## src/rtl/ps2_key_tracker_if.sv

```systemverilog
// PS/2 byte stream from the receiver into the key tracker.
// One-cycle byte_valid strobe qualifies byte_in.
interface ps2_key_tracker_if;
  logic [7:0] byte_in;
  logic       byte_valid;

  modport master (
    output byte_in,
    output byte_valid
  );

  modport slave (
    input byte_in,
    input byte_valid
  );
endinterface

```

## src/rtl/ps2_key_tracker.sv

```systemverilog
// Set-2 scan-code decoder: make/break/repeat events, held key,
// Shift/CapsLock state and a BCD count of key presses.
module ps2_key_tracker #(
  parameter int unsigned TIMEOUT_CYCLES = 1000000,
  parameter int unsigned TO_W           = 20
) (
  input  logic              clk,
  input  logic              rst,
  ps2_key_tracker_if.slave  rx,
  output logic [7:0]        key_code,
  output logic              key_ext,
  output logic              key_held,
  output logic              press_pulse,
  output logic              release_pulse,
  output logic              repeat_pulse,
  output logic [7:0]        press_cnt,
  output logic              shift_on,
  output logic              caps_on,
  output logic              err
);

  typedef enum logic [1:0] {
    IDLE,
    EXT,
    BRK,
    EXT_BRK
  } state_t;

  localparam logic [TO_W-1:0] TO_LAST = TO_W'(TIMEOUT_CYCLES - 1);

  state_t          state_q, state_d;
  logic [TO_W-1:0] to_q, to_d;

  logic       lshift_q, lshift_d;
  logic       rshift_q, rshift_d;
  logic       caps_held_q, caps_held_d;

  logic [7:0] code_d;
  logic       ext_d, held_d;
  logic       press_d, rel_d, rep_d;
  logic [7:0] cnt_d;
  logic       shift_d, caps_d, err_d;

  logic       ev_make, ev_brk, ev_ext;
  logic       match;

  logic [7:0] b;
  logic       is_e0, is_f0, is_drop, is_err;

  assign b       = rx.byte_in;
  assign is_e0   = (b == 8'hE0);
  assign is_f0   = (b == 8'hF0);
  assign is_drop = (b == 8'hAA) || (b == 8'hFA) ||
                   (b == 8'hEE) || (b == 8'hFE);
  assign is_err  = (b == 8'h00) || (b == 8'hFF);
  assign match   = key_held && (b == key_code) &&
                   (ev_ext == key_ext);

  function automatic logic [7:0] bcd_inc(input logic [7:0] v);
    logic [7:0] r;
    if (v[3:0] == 4'd9) begin
      r[3:0] = 4'd0;
      r[7:4] = (v[7:4] == 4'd9) ? 4'd0 : v[7:4] + 4'd1;
    end else begin
      r = {v[7:4], v[3:0] + 4'd1};
    end
    return r;
  endfunction

  // Prefix FSM and timeout: classify each byte into an event.
  always_comb begin
    state_d = state_q;
    to_d    = to_q;
    ev_make = 1'b0;
    ev_brk  = 1'b0;
    ev_ext  = 1'b0;
    err_d   = 1'b0;
    if (rx.byte_valid) begin
      to_d = '0;
      unique case (state_q)
        IDLE: begin
          unique case (1'b1)
            is_e0:   state_d = EXT;
            is_f0:   state_d = BRK;
            is_drop: state_d = IDLE;
            is_err:  err_d   = 1'b1;
            default: ev_make = 1'b1;
          endcase
        end
        EXT: begin
          unique case (1'b1)
            is_f0:   state_d = EXT_BRK;
            is_e0:   state_d = EXT;
            default: begin
              ev_make = 1'b1;
              ev_ext  = 1'b1;
              state_d = IDLE;
            end
          endcase
        end
        BRK: begin
          ev_brk  = 1'b1;
          state_d = IDLE;
        end
        EXT_BRK: begin
          ev_brk  = 1'b1;
          ev_ext  = 1'b1;
          state_d = IDLE;
        end
      endcase
    end else if (state_q != IDLE) begin
      if (to_q == TO_LAST) begin
        state_d = IDLE;
        to_d    = '0;
      end else begin
        to_d = to_q + 1'b1;
      end
    end else begin
      to_d = '0;
    end
  end

  // Apply make/break events to held key, counter and modifiers.
  always_comb begin
    code_d      = key_code;
    ext_d       = key_ext;
    held_d      = key_held;
    press_d     = 1'b0;
    rel_d       = 1'b0;
    rep_d       = 1'b0;
    cnt_d       = press_cnt;
    lshift_d    = lshift_q;
    rshift_d    = rshift_q;
    caps_held_d = caps_held_q;
    caps_d      = caps_on;
    if (ev_make) begin
      if (match) begin
        rep_d = 1'b1;
      end else begin
        code_d  = b;
        ext_d   = ev_ext;
        held_d  = 1'b1;
        press_d = 1'b1;
        cnt_d   = bcd_inc(press_cnt);
      end
      if (!ev_ext) begin
        if (b == 8'h12) lshift_d = 1'b1;
        if (b == 8'h59) rshift_d = 1'b1;
        if (b == 8'h58 && !caps_held_q) begin
          caps_d      = ~caps_on;
          caps_held_d = 1'b1;
        end
      end
    end
    if (ev_brk) begin
      if (match) begin
        held_d = 1'b0;
        rel_d  = 1'b1;
      end
      if (!ev_ext) begin
        if (b == 8'h12) lshift_d = 1'b0;
        if (b == 8'h59) rshift_d = 1'b0;
        if (b == 8'h58) caps_held_d = 1'b0;
      end
    end
    shift_d = lshift_d | rshift_d;
  end

  // State, timeout counter and registered outputs.
  always_ff @(posedge clk) begin
    if (rst) begin
      state_q       <= IDLE;
      to_q          <= '0;
      lshift_q      <= 1'b0;
      rshift_q      <= 1'b0;
      caps_held_q   <= 1'b0;
      key_code      <= 8'h00;
      key_ext       <= 1'b0;
      key_held      <= 1'b0;
      press_pulse   <= 1'b0;
      release_pulse <= 1'b0;
      repeat_pulse  <= 1'b0;
      press_cnt     <= 8'h00;
      shift_on      <= 1'b0;
      caps_on       <= 1'b0;
      err           <= 1'b0;
    end else begin
      state_q       <= state_d;
      to_q          <= to_d;
      lshift_q      <= lshift_d;
      rshift_q      <= rshift_d;
      caps_held_q   <= caps_held_d;
      key_code      <= code_d;
      key_ext       <= ext_d;
      key_held      <= held_d;
      press_pulse   <= press_d;
      release_pulse <= rel_d;
      repeat_pulse  <= rep_d;
      press_cnt     <= cnt_d;
      shift_on      <= shift_d;
      caps_on       <= caps_d;
      err           <= err_d;
    end
  end

endmodule

```

## src/flat_wrapper.sv

```systemverilog
// flat-port wrapper written by rule: the top's interface ports become plain ports
module ps2_key_tracker_flat 
#(
  parameter int unsigned TIMEOUT_CYCLES = 1000000,
  parameter int unsigned TO_W           = 20
)
  (clk, rst, key_code, key_ext, key_held, press_pulse, release_pulse, repeat_pulse, press_cnt, shift_on, caps_on, err, rx_byte_in, rx_byte_valid);
  ps2_key_tracker_if rx_i ();
  input  logic clk;
  input  logic rst;
  output logic [7:0] key_code;
  output logic key_ext;
  output logic key_held;
  output logic press_pulse;
  output logic release_pulse;
  output logic repeat_pulse;
  output logic [7:0] press_cnt;
  output logic shift_on;
  output logic caps_on;
  output logic err;
  input wire logic [$bits(rx_i.byte_in)-1:0] rx_byte_in;
  input wire logic [$bits(rx_i.byte_valid)-1:0] rx_byte_valid;
  assign rx_i.byte_in = rx_byte_in;
  assign rx_i.byte_valid = rx_byte_valid;
  ps2_key_tracker #(.TIMEOUT_CYCLES(TIMEOUT_CYCLES), .TO_W(TO_W)) u_core (.clk(clk), .rst(rst), .rx(rx_i), .key_code(key_code), .key_ext(key_ext), .key_held(key_held), .press_pulse(press_pulse), .release_pulse(release_pulse), .repeat_pulse(repeat_pulse), .press_cnt(press_cnt), .shift_on(shift_on), .caps_on(caps_on), .err(err));
endmodule
```

## config.mk

```make
export PLATFORM = sky130hd
export DESIGN_NAME = ps2_key_tracker_flat
export DESIGN_NICKNAME = d
export VERILOG_FILES = /design/src/rtl/ps2_key_tracker_if.sv /design/src/rtl/ps2_key_tracker.sv /design/src/flat_wrapper.sv
export SDC_FILE = /design/constraint.sdc
export NUM_CORES = 1
export LEC_CHECK = 0
export CAP_MARGIN = 25
export CORE_MARGIN = 1.5
export CORE_UTILIZATION = 30
export DETAILED_ROUTE_END_ITERATION = 12
export SLEW_MARGIN = 20
export SYNTH_ARGS = -nofsm -noshare
export SYNTH_HDL_FRONTEND = slang
export SYNTH_SLANG_ARGS = --single-unit
```

## constraint.sdc

```tcl
create_clock -name clk -period 3.5 [get_ports clk]
set_input_delay 0.875 -clock clk [delete_from_list [all_inputs] [get_ports clk]]
set_output_delay 0.875 -clock clk [all_outputs]
set_load 0.005 [all_outputs]
```

==> results of run 1 <==
[worst max-delay path, stage by stage]
cell             delay [ns]
clkdlybuf4s50_1        0.51
or3_1                  0.41
a211oi_1               0.49
a211o_1                0.30
or2_1                  0.34
buf_4                  0.25
o21ai_0                0.10
a21oi_1                0.15
[flip-flops by register name, indices dropped and copies added (netlist names)]
signal / flops
u_core.caps_on: 1
u_core.key_held: 1
u_core.caps_held_q: 1
u_core.lshift_q: 1
u_core.state_q: 2
u_core.to_q: 20
u_core.key_code: 8
u_core.press_pulse: 1
u_core.shift_on: 1
u_core.rshift_q: 1
u_core.press_cnt: 8
u_core.release_pulse: 1
u_core.key_ext: 1
u_core.err: 1
u_core.repeat_pulse: 1
[cell usage in the layout, fill, tap and decap left out, types with 7 or more instances in the layout]
cell type / instances
a21oi_1: 20
buf_4: 13
clkdlybuf4s50_1: 34
dfxtp_1: 49
inv_1: 7
nand2_1: 14
nand3_1: 22
nand4_1: 9
nor2_1: 39
nor3_1: 7
o21ai_0: 12
xnor2_1: 11
xor2_1: 16
[final timing paths]
check	endpoint	slack, ns	cells after the start	startpoint
worst max register to register	u_core.to_q[9]$_SDFF_PP0_	1.28	6	u_core.to_q[0]$_SDFF_PP0_
worst min-delay path	u_core.rshift_q$_SDFF_PP0_	0.48	2	u_core.rshift_q$_SDFF_PP0_
worst max-delay path	u_core.key_ext$_SDFFE_PP0P_	0.32	8	rx_byte_in[2]
worst min register to register	u_core.rshift_q$_SDFF_PP0_	0.48	2	u_core.rshift_q$_SDFF_PP0_
[final cells by class]
type,count,area (um^2)
Fill cell,812,4810
Sequential cell,49,981
Inverter,7,26.3
Multi-Input combinational cell,216,1340
Timing Repair Buffer,47,438
Tap cell,102,128
Clock buffer,7,86.3
[synth_stat cells, types with 2 or more instances]
library cell	number
dfxtp_1	49
nor2_1	40
nand3_1	22
a21oi_1	20
xor2_1	16
nand2_1	14
o21ai_0	12
xnor2_1	11
nand4_1	9
inv_1	7
nor3_1	7
a31oi_1	5
and3_1	5
clkbuf_1	5
buf_6	4
nor3b_1	4
o21ai_1	4
o31ai_1	4
clkbuf_8	3
nand2b_1	3
nor4b_1	3
or3_1	3
and4_1	2
nor2b_1	2
nor4_1	2
or2_2	2
or4_2	2
[stage by stage]
step / util / worst slack (ns) / power [mW]
after floorplan: - / 0.377 / 0.640
after global placement: 0.372 / 0.0904 / 0.688
after detailed placement: 0.372 / -0.0237 / 0.688
after CTS: 0.383 / 0.301 / 1.03
after global routing: 0.384 / 0.134 / 1.06
final: 0.384 / 0.323 / 1.01
[power groups by stage]
| stage | clock, mW | sequential [mW] | combinational [mW] |
|---|---|---|---|
| 2_1_floorplan | 0 | 0.588 | 0.0523 |
| 3_3_place_gp | 0 | 0.589 | 0.0989 |
| 3_5_place_dp | 0 | 0.589 | 0.0991 |
| 4_1_cts | 0.354 | 0.576 | 0.0998 |
| 5_1_grt | 0.377 | 0.577 | 0.110 |
| 6_report | 0.340 | 0.575 | 0.0998 |
[per-layer routing]
metal,vias up,track usage,share of wire
met5,-,0,0
met4,0,0.0606,0.019
li1,1095,-,-
met3,6,0.0252,0.039
met2,55,0.218,0.45
met1,1056,0.171,0.49
[kinds of logic after synthesis]
family / after synthesis / share of synthesized area
compound gates: 54 / 0.139
xor+xnor: 28 / 0.103
fa+ha+maj: 1 / 0.00510
buf+inv: 20 / 0.0556
flops: 49 / 0.400
mux: 1 / 0.00408
simple gates: 132 / 0.293
==> metrics.md, run 1 <==
| Metric | Value |
|---|---|
| P_int | 0.774 mW |
| Die Area | 8730 um^2 |
| Synth Register Bits | 49 |
| CTS tree | done |
| Outcome | complete, no violations |
| YS warnings | 0 |
| Initial antenna violation count | 0 |
| Hold Vio Cnt, Final | 0 |
| Die width | 93.4 um |
| Yosys top cell by area | dfxtp_1 |
| Sw power | 0.241 mW |
| Netlist cell types | 52 |
| I/O Buffers | 34 |
| Worst slew margin | 0.561 |
| WP data arrival | 3.42 ns |
| Worst setup EP type | flip-flop |
| # IOs | 35 |
| Crit path launch type | primary input |
| Worst-Skew Late Latency | 0.30 ns |
| Vias in the first global route | 2141 |
| Vias/cell | 5.17 |
| # setup viols final | 0 |
| Clock network fraction of total power | 0.335 |
| Routed Antenna Nets | 0 |
| Clk sink count | 49 |
| H-tree lvl count | 2 |
| Number of synthesized flops with an enable pin | 0 |
| Post-synthesis cell count | about 290 |
| Sw Ratio | 0.238 |
| Synth top area cells | dfxtp_1 40%, nor2_1 6.1%, xor2_1 5.7% |
| Share of cells above drive strength 1 | 0.107 |
| Area grow syn2layout | 22.2% |
| Synth Cell Area | 2450 um^2 |
| RSZ-0062 raised after global routing | no |
| Pin count of the biggest net entering global routing | 29 |
| Flop pwr share | 0.567 |
| Clock slew at reported path FFs | 0.09 ns |
| CTS buffer count | 5 |
| Drt drc | 0 |
| Dpl hpwl | 3960 um |
| Wirelength per Cell | 12.9 um |
| Starting Density | 0.314 |
| Final hold slack | 0.480 ns |
| Max Freq | 0.315 GHz |
| TNS Setup | 0 ns |
| Crit path max fanout | 13 |
| Non-Filler Instances | 428 |
| CTS Hold Bufs | 0 |
| Worst min path class | flip-flop to flip-flop |
| Placed cells | 421 |
| Placer congestion estimate | 0.813 |
| Synthesized area per cell | 8.60 um^2 |
| Die H | 93.4 um |
| Total grt overflow | 0 |
| WS Path Type | primary input to flip-flop |
| Overall Global Routing Usage | 0.134 |
| Final Cycle Share | 0.908 |
| Longest Clk Path Bufs | 2 |
| Setup bufs post-CTS | 0 |
| Async set or reset register ratio after synthesis | 0 |
| # rows | 32 |
| Post-cts repair resize count | 0 |
| Global-route wire length before repair | 9530 um |
| Net count, final | 338 |
| Area of placed instances | between 2000 and 3000 um^2 |
| Drt initial violations | ~130 |
| Minimum clock period | around 3.2 ns |
| Synth top area share | 0.400 |
| First-pass iteration count of the detailed router | 4 |
| Max-slew violations | 0 |
| Worst slew pin tran | 0.658 ns |
| Leakage power | between 0.9 and 1 nW |
| Maxcap violations | 0 |
| Sequential-to-total area share from yosys stat | 0.400 |
| Ys flop type | dfxtp_1 |
| Pwr per Cell Area | 339 nW/um^2 |
| Routed wire length | 5510 um |
| Clk root buf | clkbuf_8 |
| Peak supply drop | 0.157 mV |
| Core ar. | ~8000 um^2 |
| Worst Path Required | between 3 and 4 ns |
| Combinational power share | 0.098 |
| Syn_nets | 297 |
| Final Skew | around 0.0084 ns |
| N_diodes | 0 |
| Vias | 2212 |
| Final instance area | 3000 um^2 |
(Power assumes the default switching activity.)
==> inputs of run 2 (changes only) <==
--- a/config.mk
+++ b/config.mk
@@ -7,8 +7,10 @@
 export LEC_CHECK = 0
 export CAP_MARGIN = 25
 export CORE_MARGIN = 1.5
-export CORE_UTILIZATION = 30
+export CORE_UTILIZATION = 45
 export DETAILED_ROUTE_END_ITERATION = 12
+export GPL_TIMING_DRIVEN = 0
+export PLACE_DENSITY = 0.71
 export SLEW_MARGIN = 20
 export SYNTH_ARGS = -nofsm -noshare
 export SYNTH_HDL_FRONTEND = slang
==> run 2 against run 1 <==
Against the previous run:
- design area fell by 1.0%
- non-clock buffer count fell by 3
- total power rose by 6.5%
- clock-buffer cell count fell by 2
- routed wire length fell by 2.5%
- utilization rose by 19 points
- die area fell by 32%
- worst setup slack got worse by 0.20 ns
- highest routed layer unchanged
- critical path depth did not move
- sequential share of layout area rose by 0.35 points
==> metrics.md, run 2 (synthesis gave the netlist of run 1 again) <==
| Metric | Value |
|---|---|
| Outcome | complete, no violations (unchanged) |
| Uppermost layer routed | met4 (unchanged) |
| Minimum clock period | 3.37 ns (was 3.18 ns) |
| Wirelength per Cell | 13.6 um (was 12.9 um) |
| Die H | 76.8 um (was 93.4 um) |
| Leading cell types in the layout, fill and taps excluded | 49 x dfxtp_1, 40 x nor2_1, 31 x clkdlybuf4s50_1 (was 49 x dfxtp_1, 39 x nor2_1, 34 x clkdlybuf4s50_1) |
| Worst slew pin tran | 0.532 ns (was 0.658 ns) |
| Die Area | 5900 um^2 (was 8730 um^2) |
| Worst slew margin | 0.644 (was 0.561) |
| Vias | 2194 (was 2212) |
| Fin util | 0.573 (was 0.384) |
| Vias in the first global route | 2025 (was 2141) |
| Crit path max fanout | 10 (was 13) |
| WP data arrival | 3.61 ns (was 3.42 ns) |
| Starting Density | 0.474 (was 0.314) |
| Pwr per Cell Area | 364 nW/um^2 (was 339 nW/um^2) |
| Share of cells above drive strength 1 | 0.0957 (was 0.107) |
| # IOs | 35 (unchanged) |
| Longest Clk Path Bufs | 2 (unchanged) |
| Final Cycle Share | 0.964 (was 0.908) |
| Worst Path Required | 3.74 ns (about the same) |
| Overall Global Routing Usage | 0.189 (was 0.134) |
| Drt initial violations | 96 (was 126) |
| Setup WS pre-CTS | -0.210 ns (was -0.0237 ns) |
| H-tree lvl count | 2 (unchanged) |
| CTS Hold Bufs | 0 (unchanged) |
| Max-slew violations | 0 (unchanged) |
| Post-cts repair resize count | 0 (unchanged) |
| WS Path Type | primary input to flip-flop (unchanged) |
| Sw Ratio | 0.235 (was 0.238) |
| Dpl hpwl | 3990 um (was 3960 um) |
| Global-route wire length before repair | 9220 um (was 9530 um) |
| Total grt overflow | 0 (unchanged) |
| Hold Vio Cnt, Final | 0 (unchanged) |
| Flop pwr share | 0.533 (was 0.567) |
| Wire length on met3 | 259 um (was 214 um) |
| Combinational power share | 0.090 (was 0.098) |
| Setup WS post-layout | 0.125 ns (was 0.323 ns) |
| Setup bufs post-CTS | 0 (unchanged) |
| Maxcap violations | 0 (unchanged) |
| CTS buffer count | 5 (unchanged) |
| Commonest non-fill, non-tap cell in the layout | dfxtp_1 (unchanged) |
| Worst min path class | flip-flop to flip-flop (unchanged) |
| First-pass iteration count of the detailed router | 4 (unchanged) |
| Worst setup EP type | flip-flop (unchanged) |
| # rows | 26 (was 32) |
| Peak supply drop | 0.329 mV (was 0.157 mV) |
| Pin count of the biggest net entering global routing | 17 (was 29) |
| RSZ-0062 raised after global routing | no (unchanged) |
| P_int | 0.827 mW (was 0.774 mW) |
| Met1 WL | 2620 um (was 2700 um) |
| Area grow syn2layout | 20.9% (was 22.2%) |
| Worst-Skew Late Latency | 0.30 ns (about the same) |
| Net count, final | 335 (was 338) |
| Final Skew | 0.0107 ns (was 0.00842 ns) |
| Routed Antenna Nets | 0 (unchanged) |
| Largest registers | u_core.to_q x20, u_core.key_code x8, u_core.press_cnt x8 (unchanged) |
| N_diodes | 0 (unchanged) |
| Crit path launch type | primary input (unchanged) |
| Clk root buf | clkbuf_8 (unchanged) |
| Placer congestion estimate | 0.864 (was 0.813) |
| Max reg flops | 20 (unchanged) |
| I/O Buffers | 31 (was 34) |
| Clk sink count | 49 (unchanged) |
| DR WL met2 | 2460 um (was 2500 um) |
| Sw power | 0.253 mW (was 0.241 mW) |
| Largest register by flop count | u_core.to_q (unchanged) |
| Die width | 76.8 um (was 93.4 um) |
| Max Freq | 0.296 GHz (was 0.315 GHz) |
| Final instance area | 2970 um^2 (was 3000 um^2) |
| Core ar. | 5170 um^2 (was 7810 um^2) |
| Initial antenna violation count | 0 (unchanged) |
| # setup viols final | 0 (unchanged) |
| Routed wire length | 5370 um (was 5510 um) |
| Vias/cell | 5.57 (was 5.17) |
| Clock slew at reported path FFs | 0.10 ns (was 0.09 ns) |
| CTS tree | done (unchanged) |
| Drt drc | 0 (unchanged) |
| Leakage power | 0.961 nW (was 0.969 nW) |
| Area of placed instances | 2850 um^2 (was 2910 um^2) |
| Clock network fraction of total power | 0.377 (was 0.335) |
## run 2: changes by cell type in the layout (fill, tap and decap cells not counted)
| cell | before | now |
|---|---|---|
| clkinv_4 | 0 | 1 |
| clkinvlp_4 | 0 | 1 |
| nor2_1 | 39 | 40 |
| buf_4 | 13 | 0 |
| clkbuf_8 | 6 | 8 |
| buf_6 | 0 | 4 |
| nor2_2 | 1 | 0 |
| clkbuf_1 | 1 | 5 |
| buf_2 | 0 | 1 |
| clkdlybuf4s50_1 | 34 | 31 |
| bufinv_16 | 0 | 1 |
## run 2: worst max-delay path, cell delays in order
cell             delay [ns]
clkdlybuf4s50_1        0.54
or4_4                  0.60
o311ai_4               0.36
xor2_2                 0.15
and4_4                 0.21
buf_6                  0.14
or4_2                  0.60
a21oi_1                0.15
## run 2: power by group through the flow
stage | combinational (mW) | sequential, mW | clock [mW]
4_1_cts | 0.0972 | 0.576 | 0.417
3_5_place_dp | 0.0966 | 0.589 | 0
6_report | 0.0974 | 0.576 | 0.407
3_3_place_gp | 0.0957 | 0.589 | 0
2_1_floorplan | 0.0523 | 0.588 | 0
5_1_grt | 0.106 | 0.578 | 0.444
## run 2: final timing paths
kind,start,end,slack [ns],cells after the start
max,rx_byte_in[1],u_core.press_cnt[4]$_SDFFE_PP0P_,0.13,8
min,u_core.rshift_q$_SDFF_PP0_,u_core.rshift_q$_SDFF_PP0_,0.47,2
max reg2reg,u_core.to_q[0]$_SDFF_PP0_,u_core.to_q[14]$_SDFF_PP0_,1.10,7
min reg2reg,u_core.rshift_q$_SDFF_PP0_,u_core.rshift_q$_SDFF_PP0_,0.47,2
## run 2: final cells by class
type,instances,area [um^2]
fillers,462,2210
multi-input cells,216,1340
flip-flops and latches,49,981
repair buffers,31,310
plain buffers,13,110
well taps,70,87.6
clock buffers,5,68.8
clock inverters,3,46.3
inverters,7,26.3
## run 2: layer usage
layer,GRT usage,vias up
li1,-,1095
met5,0,-
met3,0.0369,4
met2,0.298,52
met1,0.258,1043
met4,0.0611,0
## run 2: stage by stage
| step | hold WS [ns] | std cells | power, mW | setup TNS (ns) |
|---|---|---|---|---|
| finish | 0.466 | 394 | 1.08 | 0 |
| global placement | 0.443 | 386 | 0.684 | -0.404 |
| floorplan | 0.424 | 285 | 0.640 | 0 |
| global route | 0.494 | 394 | 1.13 | 0 |
| CTS | 0.475 | 394 | 1.09 | 0 |
| detailed placement | 0.454 | 386 | 0.685 | -0.379 |
==> inputs of run 3 (changes only) <==
--- a/config.mk
+++ b/config.mk
@@ -5,12 +5,14 @@
 export SDC_FILE = /design/constraint.sdc
 export NUM_CORES = 1
 export LEC_CHECK = 0
+export ABC_AREA = 1
 export CAP_MARGIN = 25
 export CORE_MARGIN = 1.5
 export CORE_UTILIZATION = 45
 export DETAILED_ROUTE_END_ITERATION = 12
+export DONT_BUFFER_PORTS = 1
 export GPL_TIMING_DRIVEN = 0
-export PLACE_DENSITY = 0.71
+export PLACE_DENSITY = 0.63
 export SLEW_MARGIN = 20
 export SYNTH_ARGS = -nofsm -noshare
 export SYNTH_HDL_FRONTEND = slang
==> run 3 against run 2 <==
Against the previous run:
- maximum frequency is 61% higher
- design area is 0.38% lower
- critical path depth is 3 higher
- sequential power is 3% higher
- synthesized cell count is 46% higher
- combinational power is 43% higher
- first-iteration DRC count is 45% higher
- clock power is 16% lower
- critical path type unchanged
- largest power group unchanged
- highest routed layer unchanged
==> metrics.md, run 3 <==
| Metric | Value |
|---|---|
| Total grt overflow | 0 (unchanged) |
| Worst min path class | flip-flop to flip-flop (unchanged) |
| Total power | 1.08 mW (about the same) |
| Share of cells above drive strength 1 | 0.0991 (was 0.0957) |
| Async set or reset register ratio after synthesis | 0 (unchanged) |
| Setup bufs post-CTS | 0 (unchanged) |
| Longest Clk Path Bufs | 2 (unchanged) |
| CTS tree | done (unchanged) |
| Count leader, synth | nand2_1 (was dfxtp_1) |
| Post-synth top cells | 90 x nand2_1, 56 x inv_1, 53 x nor2_1, 49 x dfxtp_1, 38 x nand3_1 (was 49 x dfxtp_1, 40 x nor2_1, 22 x nand3_1, 20 x a21oi_1, 16 x xor2_1) |
| TNS Setup | 0 ns (unchanged) |
| Vias/cell | 5.25 (was 5.57) |
| YS warnings | 0 (unchanged) |
| Ys flop type | dfxtp_1 (unchanged) |
| Area grow syn2layout | 6.50% (was 20.9%) |
| Global-route wire length before repair | 10700 um (was 9220 um) |
| Worst slew margin | 0.619 (was 0.644) |
| Starting Density | 0.469 (was 0.474) |
| Dpl hpwl | 4880 um (was 3990 um) |
| Placer congestion estimate | 0.895 (was 0.864) |
| Fraction of the mapped netlist area in simple logic gates | 0.396 (was 0.293) |
| Crit path max fanout | 10 (unchanged) |
| CTS Hold Bufs | 0 (unchanged) |
| Number of synthesized flops with an enable pin | 0 (unchanged) |
| Synth Cell Area | 2770 um^2 (was 2450 um^2) |
| Complex-gate fraction of the synthesized area | 0.0970 (was 0.139) |
| Max Freq | 0.476 GHz (was 0.296 GHz) |
| Max-slew violations | 0 (unchanged) |
| Wirelength per Cell | 12.7 um (was 13.6 um) |
| I/O Buffers | 0 (was 31) |
| Syn_nets | 428 (was 297) |
| First-pass iteration count of the detailed router | 4 (unchanged) |
| Die H | 81.5 um (was 76.8 um) |
| Clk root buf | clkbuf_8 (unchanged) |
| Routed wire length | 6360 um (was 5370 um) |
| Yosys top cell by area | dfxtp_1 (unchanged) |
| Overall Global Routing Usage | 0.205 (was 0.189) |
| Outcome | complete, no violations (unchanged) |
| Worst R2R Setup Slack | 1.51 ns (was 1.10 ns) |
| Worst Path Required | 3.68 ns (was 3.74 ns) |
| Synth top area share | 0.354 (was 0.400) |
| # rows | 28 (was 26) |
| N_diodes | 0 (unchanged) |
| Final Cycle Share | 0.600 (was 0.964) |
| CTS buffer count | 5 (unchanged) |
| Crit path launch type | primary input (unchanged) |
| Initial antenna violation count | 0 (unchanged) |
| Peak supply drop | 0.183 mV (was 0.329 mV) |
| WP data arrival | 2.28 ns (was 3.61 ns) |
| Clk sink count | 49 (unchanged) |
| Clock slew at reported path FFs | 0.09 ns (was 0.10 ns) |
| Largest registers | u_core.to_q x20, u_core.key_code x8, u_core.press_cnt x8 (unchanged) |
| Netlist cell types | 38 (was 52) |
| XOR/XNOR Fraction of Synth Area | 0.0442 (was 0.103) |
| Die Area | 6640 um^2 (was 5900 um^2) |
| Maxcap violations | 0 (unchanged) |
| Synth top area cells | dfxtp_1 35%, nand2_1 12%, inv_1 7.6% (was dfxtp_1 40%, nor2_1 6.1%, xor2_1 5.7%) |
| Pwr per Cell Area | 364 nW/um^2 (about the same) |
| RSZ-0062 raised after global routing | no (unchanged) |
| Drt drc | 0 (unchanged) |
| Minimum clock period | 2.10 ns (was 3.37 ns) |
| Worst setup EP type | flip-flop (unchanged) |
| Sequential-to-total area share from yosys stat | 0.354 (was 0.400) |
| Fin util | 0.499 (was 0.573) |
| Hold Vio Cnt, Final | 0 (unchanged) |
| H-tree lvl count | 2 (unchanged) |
| Drt initial violations | 139 (was 96) |
| Net count, final | 435 (was 335) |
| Pin count of the biggest net entering global routing | 16 (was 17) |
| Synth Area in Adders | 0.00451 (was 0.00510) |
| # setup viols final | 0 (unchanged) |
| Max reg flops | 20 (unchanged) |
| Worst-Skew Late Latency | 0.31 ns (was 0.30 ns) |
| Synth Register Bits | 49 (unchanged) |
| Post-cts repair resize count | 0 (unchanged) |
| Routed Antenna Nets | 0 (unchanged) |
| Filler cells | 613 (was 462) |
| Largest register by flop count | u_core.to_q (unchanged) |
| Worst slew pin tran | 0.571 ns (was 0.532 ns) |
| Main combinational cell family by area after synthesis | simple AND/OR/NAND/NOR gates (unchanged) |
| Vias in the first global route | 2357 (was 2025) |
| # IOs | 35 (unchanged) |
| WS Path Type | primary input to flip-flop (unchanged) |
| Leakage power | 1.11 nW (was 0.961 nW) |
| Post-synthesis cell count | 416 (was 285) |
| Core ar. | 5920 um^2 (was 5170 um^2) |
| Synthesized area per cell | 6.67 um^2 (was 8.60 um^2) |
| Final Skew | 0.00652 ns (was 0.0107 ns) |
| Vias | 2619 (was 2194) |
| Die width | 81.5 um (was 76.8 um) |
| Mux cell area share after synthesis | 0 (was 0.00408) |
| Leading cell types in the layout, fill and taps excluded | 90 x nand2_1, 56 x inv_1, 53 x nor2_1 (was 49 x dfxtp_1, 40 x nor2_1, 31 x clkdlybuf4s50_1) |
| Commonest non-fill, non-tap cell in the layout | nand2_1 (was dfxtp_1) |
==> run 3: power by group <==
| group | internal [mW] | total (mW) | switching (mW) |
|---|---|---|---|
| clock network | 0.143 | 0.342 | 0.199 |
| logic | 0.0491 | 0.139 | 0.0902 |
| registers | 0.573 | 0.594 | 0.0212 |
| total | 0.765 | 1.08 | 0.310 |
==> run 3: final timing paths <==
check	from	to	cells past startpoint
max	rx_byte_in[2]	u_core.key_code[3]$_SDFFE_PP0P_	11
min	u_core.caps_held_q$_SDFF_PP0_	u_core.caps_held_q$_SDFF_PP0_	2
max reg2reg	u_core.to_q[0]$_SDFF_PP0_	u_core.to_q[16]$_SDFF_PP0_	9
min reg2reg	u_core.caps_held_q$_SDFF_PP0_	u_core.caps_held_q$_SDFF_PP0_	2
==> run 3: layout make-up <==
| class | instances | area [um^2] | share of cell area |
|---|---|---|---|
| multi-input cells | 298 | 1500 | 0.508 |
| flip-flops and latches | 49 | 981 | 0.332 |
| inverters | 59 | 221 | 0.0750 |
| well taps | 75 | 93.8 | 0.0318 |
| clock buffers | 6 | 72.6 | 0.0246 |
| plain buffers | 10 | 70.1 | 0.0237 |
| clock inverters | 2 | 13.8 | 0.00466 |
==> run 3: layer usage <==
| layer | vias to the layer above | wire, um | share of wire | track usage |
|---|---|---|---|---|
| met3 | 13 | 324 | 0.051 | 0.0478 |
| met1 | 1198 | 3200 | 0.50 | 0.275 |
| met5 | - | 0 | 0 | 0 |
| met2 | 62 | 2740 | 0.43 | 0.330 |
| li1 | 1346 | - | - | - |
| met4 | 0 | 95 | 0.015 | 0.0569 |
==> run 3: cell families (layout without fill, tap and decap cells) <==
| family | after synthesis | in the layout |
|---|---|---|
| AND/OR/NAND/NOR | 237 | 237 |
| buffers and inverters | 69 | 77 |
| flip-flops | 49 | 49 |
| AO/OA/AOI/OAI | 46 | 46 |
| XOR/XNOR | 14 | 14 |
| adder cells (fa/ha/maj) | 1 | 1 |
==> run 3: through the flow <==
step | setup slack [ns] | cells | hold WS, ns | instance area [um^2]
6_report | 1.40 | 499 | 0.461 | 2950
3_3_place_gp | 1.09 | 491 | 0.437 | 2870
4_1_cts | 1.41 | 499 | 0.461 | 2950
3_5_place_dp | 1.08 | 491 | 0.447 | 2870
5_1_grt | 1.25 | 499 | 0.485 | 2950
2_1_floorplan | 1.36 | 416 | 0.426 | 2770
==> run 3: worst max-delay path, stage by stage <==
cell	delay, ns
buf_2	0.18
nor2_2	0.09
nand2_2	0.11
nor2_1	0.07
a21oi_2	0.13
nand2_1	0.12
a21boi_4	0.26
nand2_2	0.15
buf_6	0.17
nand2_1	0.06
a21oi_1	0.06
